File: config.mk
export PLATFORM = sky130hd
export DESIGN_NAME = data_mem_access_sequencer
export DESIGN_NICKNAME = d
export VERILOG_FILES = /design/src/rtl/data_mem_access_sequencer.sv
export SDC_FILE = /design/constraint.sdc
export NUM_CORES = 1
export LEC_CHECK = 0
export CELL_PAD_IN_SITES_DETAIL_PLACEMENT = 2
export CELL_PAD_IN_SITES_GLOBAL_PLACEMENT = 2
export CORE_MARGIN = 1
export CORE_UTILIZATION = 26
export CTS_BUF_LIST = sky130_fd_sc_hd__clkbuf_8
export CTS_CLUSTER_DIAMETER = 120
export CTS_CLUSTER_SIZE = 14
export DETAILED_ROUTE_END_ITERATION = 12
export GPL_TIMING_DRIVEN = 0
export PLACE_DENSITY = 0.81
export SETUP_SLACK_MARGIN = 0.5
export SYNTH_ARGS = -nofsm -noshare
export SYNTH_HDL_FRONTEND = slang
export SYNTH_SLANG_ARGS = --single-unit
File: constraint.sdc
create_clock -name clk -period 2.3 [get_ports clk]
set_input_delay 0.23 -clock clk [delete_from_list [all_inputs] [get_ports clk]]
set_output_delay 0.23 -clock clk [all_outputs]
set_load 0.02 [all_outputs]
File: src/rtl/data_mem_access_sequencer.sv
// Purpose     : CPU-side initiator for the data memory manager; turns one load/store request
//               into the strobe sequence address-latch -> read|write -> response pulse.
// Latency     : accept edge to response cycle: store 3 cycles, load 2+READ_LATENCY cycles.
// Backpressure: out_req_ready is high only in IDLE; the response side has no backpressure.
//
// Ports:
//   clk, rst                  clock; synchronous active-high reset
//   in_req_valid/out_req_ready request handshake (accept on valid && ready at posedge)
//   in_req_write/addr/data    request fields, registered at accept only
//   out_mem_addr_write_en     address-latch strobe to the memory manager
//   out_mem_addr/out_mem_data registered request address / store data
//   out_mem_read_en           read strobe, held READ_LATENCY cycles
//   out_mem_write_en          write strobe, one cycle
//   in_mem_data               read data, sampled at the end of the last read cycle
//   out_resp_valid            one-cycle completion pulse
//   out_resp_data             captured load data, 0 after a store
module data_mem_access_sequencer #(
  parameter int ADDR_W       = 10,
  parameter int DATA_W       = 8,
  parameter int READ_LATENCY = 1
) (
  input  logic              clk,
  input  logic              rst,
  input  logic              in_req_valid,
  output logic              out_req_ready,
  input  logic              in_req_write,
  input  logic [ADDR_W-1:0] in_req_addr,
  input  logic [DATA_W-1:0] in_req_data,
  output logic              out_mem_addr_write_en,
  output logic [ADDR_W-1:0] out_mem_addr,
  output logic              out_mem_read_en,
  output logic              out_mem_write_en,
  output logic [DATA_W-1:0] out_mem_data,
  input  logic [DATA_W-1:0] in_mem_data,
  output logic              out_resp_valid,
  output logic [DATA_W-1:0] out_resp_data
);

  // The read-wait counter is 4 bits wide, so only 1..15 cycles are representable.
  if (READ_LATENCY < 1 || READ_LATENCY > 15) begin : g_bad_read_latency
    $error("data_mem_access_sequencer: READ_LATENCY must be in 1..15");
  end

  typedef enum logic [2:0] {
    ST_IDLE  = 3'd0,
    ST_ADDR  = 3'd1,
    ST_WRITE = 3'd2,
    ST_READ  = 3'd3,
    ST_RESP  = 3'd4
  } state_t;

  // Counter value loaded on ADDR exit: READ finishes when it reaches zero.
  localparam logic [3:0] RD_CNT_INIT = 4'(READ_LATENCY - 1);

  state_t              r_state;
  state_t              w_state_nxt;
  logic                r_is_write;
  logic [3:0]          r_rd_cnt;
  logic [ADDR_W-1:0]   r_mem_addr;
  logic [DATA_W-1:0]   r_mem_data;
  logic [DATA_W-1:0]   r_resp_data;
  logic                w_accept;
  logic                w_rd_last;

  assign w_accept  = in_req_valid && out_req_ready;
  assign w_rd_last = (r_state == ST_READ) && (r_rd_cnt == 4'd0);

  // Next state and state-decoded outputs. Ready is masked while reset is
  // asserted so an upstream valid is never seen as accepted and then dropped.
  always_comb begin
    w_state_nxt           = r_state;
    out_req_ready         = 1'b0;
    out_mem_addr_write_en = 1'b0;
    out_mem_read_en       = 1'b0;
    out_mem_write_en      = 1'b0;
    out_resp_valid        = 1'b0;
    case (r_state)
      ST_IDLE: begin
        out_req_ready = !rst;
        if (w_accept) begin
          w_state_nxt = ST_ADDR;
        end
      end
      ST_ADDR: begin
        out_mem_addr_write_en = 1'b1;
        w_state_nxt = r_is_write ? ST_WRITE : ST_READ;
      end
      ST_WRITE: begin
        out_mem_write_en = 1'b1;
        w_state_nxt = ST_RESP;
      end
      ST_READ: begin
        out_mem_read_en = 1'b1;
        if (r_rd_cnt == 4'd0) begin
          w_state_nxt = ST_RESP;
        end
      end
      ST_RESP: begin
        out_resp_valid = 1'b1;
        w_state_nxt = ST_IDLE;
      end
      default: begin
        w_state_nxt = ST_IDLE;
      end
    endcase
  end

  always_ff @(posedge clk) begin
    if (rst) begin
      r_state     <= ST_IDLE;
      r_is_write  <= 1'b0;
      r_rd_cnt    <= 4'd0;
      r_mem_addr  <= '0;
      r_mem_data  <= '0;
      r_resp_data <= '0;
    end else begin
      r_state <= w_state_nxt;

      // Request fields are captured only at accept; address and data then stay
      // stable through RESP and are retained while idle.
      if (w_accept) begin
        r_is_write <= in_req_write;
        r_mem_addr <= in_req_addr;
        r_mem_data <= in_req_data;
      end

      if (r_state == ST_ADDR) begin
        r_rd_cnt <= RD_CNT_INIT;
      end else if ((r_state == ST_READ) && (r_rd_cnt != 4'd0)) begin
        r_rd_cnt <= r_rd_cnt - 4'd1;
      end

      // Load data is sampled on the edge that ends the last read cycle;
      // a store reports zero data.
      if (w_rd_last) begin
        r_resp_data <= in_mem_data;
      end else if (r_state == ST_WRITE) begin
        r_resp_data <= '0;
      end
    end
  end

  assign out_mem_addr  = r_mem_addr;
  assign out_mem_data  = r_mem_data;
  assign out_resp_data = r_resp_data;

  // Strobes are mutually exclusive by construction of the state decode.
  a_strobe_onehot: assert property (@(posedge clk) disable iff (rst)
    $onehot0({out_mem_addr_write_en, out_mem_read_en, out_mem_write_en, out_resp_valid}));

  // No request can be taken while a transaction is in flight.
  a_ready_idle_only: assert property (@(posedge clk) disable iff (rst)
    out_req_ready |-> (r_state == ST_IDLE));

endmodule

==> summary.txt <==
Critical path
  • CP arrival: 1510 ps
  • Slowest CP cell: dfxtp_1
  • Reg-to-reg startpoint: r_rd_cnt[0]
  • CP startpoint kind: flip-flop
  • Worst Setup End Kind: output pin
  • CP delay by family, top: buffers and inverters
  • CP peak stage delay: 350 ps
  • CP Cell Sequence: buf_4, nand2b_1, clkbuf_2, nor2_1, clkdlybuf4s15_1
  • Setup crit start: r_state[1]
  • Req. time, crit path: 2070 ps
  • Setup CP Type: flip-flop to output pin
  • Worst path depth: 5
  • Crit-path max FO: 10
  • R2R depth: 6
  • CP bufs+invs: 3

Routing
  • WL per Instance: 17.1 um
  • 1st-pass router iterations: 4
  • DRT iter0 DRCs: 40
  • Residual DRC count: 0
  • Via density: 4.93
  • Routed Antenna Nets: 0
  • Final wirelength: 4.66 mm
  • Routed vias: 1345

Clock tree
  • Latest clock arrival within the worst-skew pair: 290 ps
  • Post-CTS Setup Repair Bufs: 0
  • Worst-path clk slew: 60 ps
  • Htree depth: 2
  • CTS tree: done
  • Num CTS Buffers: 5
  • Clk buf depth: 2
  • Root Driver: clkbuf_8
  • Clk sinks: 34
  • CTS Hold Buffers Added: 0

STA
  • RSZ-0062 raised after global routing: true
  • # setup viols final: 0
  • Post-route setup TNS: 0 ps
  • Worst Max-Slew Pin Slew: 472 ps
  • Worst slew margin: 68.5%
  • Final slew viol count: 0
  • Final WS setup: 561 ps
  • Setup Skew: 10.5 ps
  • Hold Vio Cnt, Final: 0
  • Fmax: 575 MHz
  • Post-layout min period: 1740 ps
  • Hold Worst Slack: 283 ps
  • Final Cycle Share: 75.6%

Floorplan
  • Die Y: 74.6 um
  • Total core area: 0.00507 sq mm
  • Initial Util: 27.0%
  • Die W: 74.6 um
  • Row Count: 26
  • Die area: 0.00556 sq mm
  • Io pins: 61

Final layout
  • Antenna cells: 0
  • Filler cells: 553
  • Layout net count: 233
  • Layout cells sized above 1: 11.8%
  • Area grow syn2layout: 57.7%

Synthesis
  • Register area share after synthesis: 49.7%
  • Yosys warning total: 0
  • Post-synth top area cell: dfxtp_1
  • Synth Cell Area: 0.00137 sq mm
  • Post-synth top area share: 49.7%
  • Synth area leaders: dfxtp_1, a22o_1, nand3_1
  • Syn Nets: 167
  • Flops & latches, synth: 34
  • Syn avg cell area: 10.1 sq um
  • Synth cell types: 33
  • Cells after Synth: 136

Hold path
  • Class of the worst hold path: primary input to flip-flop
  • Hold Crit Depth: 2
  • Worst Hold Launch: rst

Run status
  • Status: completed

GRT
  • Initial antenna violation count: 0
  • First-pass GRT wire length: 7.33 mm
  • GR Overflow Total: 0
  • Vias in the first global route: 1478
  • Largest net degree at the start of global routing: 12
  • Gr usage total: 18.1%

Power
  • Internal power: 1.09 mW
  • Psw: 0.393 mW
  • Seq pwr share: 43.6%
  • Leakage power: 0.802 nW
  • Combinational share of power: 19.4%
  • Clock power frac: 37.0%
  • Pwr/cell area: 685 mW/mm^2
  • Sw Share: 26.6%
  • Peak VDD IR: 0.258 mV

Placement
  • GPL Wtd Cong: 0.834
  • Port Buffers: 59
  • Placement Setup Slack: 447 ps
  • Post-DP HPWL: 3.46 mm

Job
  • Max-cap violation count: 0
==> power by group through the flow <==
stage | Clock [mW] | Combinational (mW) | Sequential [mW]
after floorplan | 0 | 0.109 | 0.690
after global placement | 0 | 0.282 | 0.657
after detailed placement | 0 | 0.292 | 0.660
after CTS | 0.557 | 0.292 | 0.647
after global routing | 0.582 | 0.308 | 0.651
final | 0.548 | 0.287 | 0.646
==> final timing paths <==
| check | to | slack, ps |
|---|---|---|
| worst min-delay path | r_state[2] | 280 |
| worst min register to register | out_mem_addr[4] | 480 |
| worst max-delay path | out_mem_write_en | 560 |
| worst max register to register | out_resp_data[6] | 640 |
==> flip-flops by register name (all words and copies together), names as in the netlist <==
signal         cells
out_mem_addr      10
r_state            3
out_resp_data      8
out_mem_data       8
r_is_write         1
r_rd_cnt           4
==> worst register-to-register path, stage by stage, from the launching register on <==
cell and delay [ps]:
dfxtp_1 330, inv_1 80, ha_1 250, or3b_1 420, buf_2 230, nand3_1 120
a31oi_1 90
==> cells in the final DEF, fill, tap and decap left out, types with 2 or more instances in the layout <==
cell type / n
nand2b_1: 3
clkdlybuf4s50_1: 54
dfxtp_1: 34
nand4_1: 8
a31oi_1: 8
inv_1: 4
nor2b_1: 3
o31ai_1: 2
nor2_1: 5
clkinv_2: 2
a22o_1: 19
dlygate4sd2_1: 3
clkbuf_8: 5
nand2_1: 9
a211oi_1: 2
buf_2: 6
a21oi_1: 2
nand3_1: 11
==> synthesized netlist by cell type, drive strengths merged <==
library cell / count
ha: 1
buf: 8
or3b: 1
nand4b: 1
a31oi: 9
nor4: 1
nand2: 9
and3b: 1
nor3: 1
nand3: 11
nor2: 6
a211oi: 3
nor4b: 1
nand4: 8
o31ai: 2
clkbuf: 3
a21oi: 2
a21bo: 1
inv: 4
nand2b: 3
dfxtp: 34
nor3b: 1
o211ai: 1
and2: 1
o21ai: 1
a22o: 19
nor2b: 3
==> what timing repair did <==
| item | in CTS | in global routing |
|---|---|---|
| pin swaps | 0 | 0 |
| endpoints found under the setup margin | 5 | 6 |
| endpoints found under the hold margin | 0 | 0 |
| resized for setup | 7 | 5 |
==> final cells by class <==
class	instances	area [sq um]	area share, %
Timing Repair Buffer	59	586	27.1
Clock buffer	5	68.8	3.18
Buffer	11	77.6	3.59
Multi-Input combinational cell	87	606	28.0
Inverter	4	15.0	0.695
Tap cell	70	87.6	4.05
Clock inverter	3	40.0	1.85
Sequential cell	34	681	31.5
==> cells by family (layout without fill, tap and decap cells) <==
| logic type | count (synthesis) | in the layout | share of synthesized area [%] |
|---|---|---|---|
| compound gates | 38 | 38 | 22.8 |
| fa+ha+maj | 1 | 1 | 0.913 |
| buf+inv | 15 | 82 | 6.57 |
| flops | 34 | 34 | 49.7 |
| simple gates | 48 | 48 | 20.0 |
==> layer usage <==
| metal | vias up | wire length (um) | global-route usage, % |
|---|---|---|---|
| met5 | - | 0 | 0 |
| met4 | 0 | 59 | 6.29 |
| met3 | 7 | 189 | 4.74 |
| met2 | 35 | 2480 | 32.0 |
| met1 | 662 | 1930 | 21.0 |
| li1 | 641 | - | - |
==> metrics by stage <==
stage               total power [mW]  area (sq um)  util [%]  instances
floorplan                      0.799          1370         -        136
global placement               0.939          2050      40.4        265
detailed placement             0.952          2050      40.4        265
CTS                             1.50          2150      42.4        273
global route                    1.54          2160      42.6        273
finish                          1.48          2160      42.6        273
No activity file was read; power rests on OpenSTA's default activity.
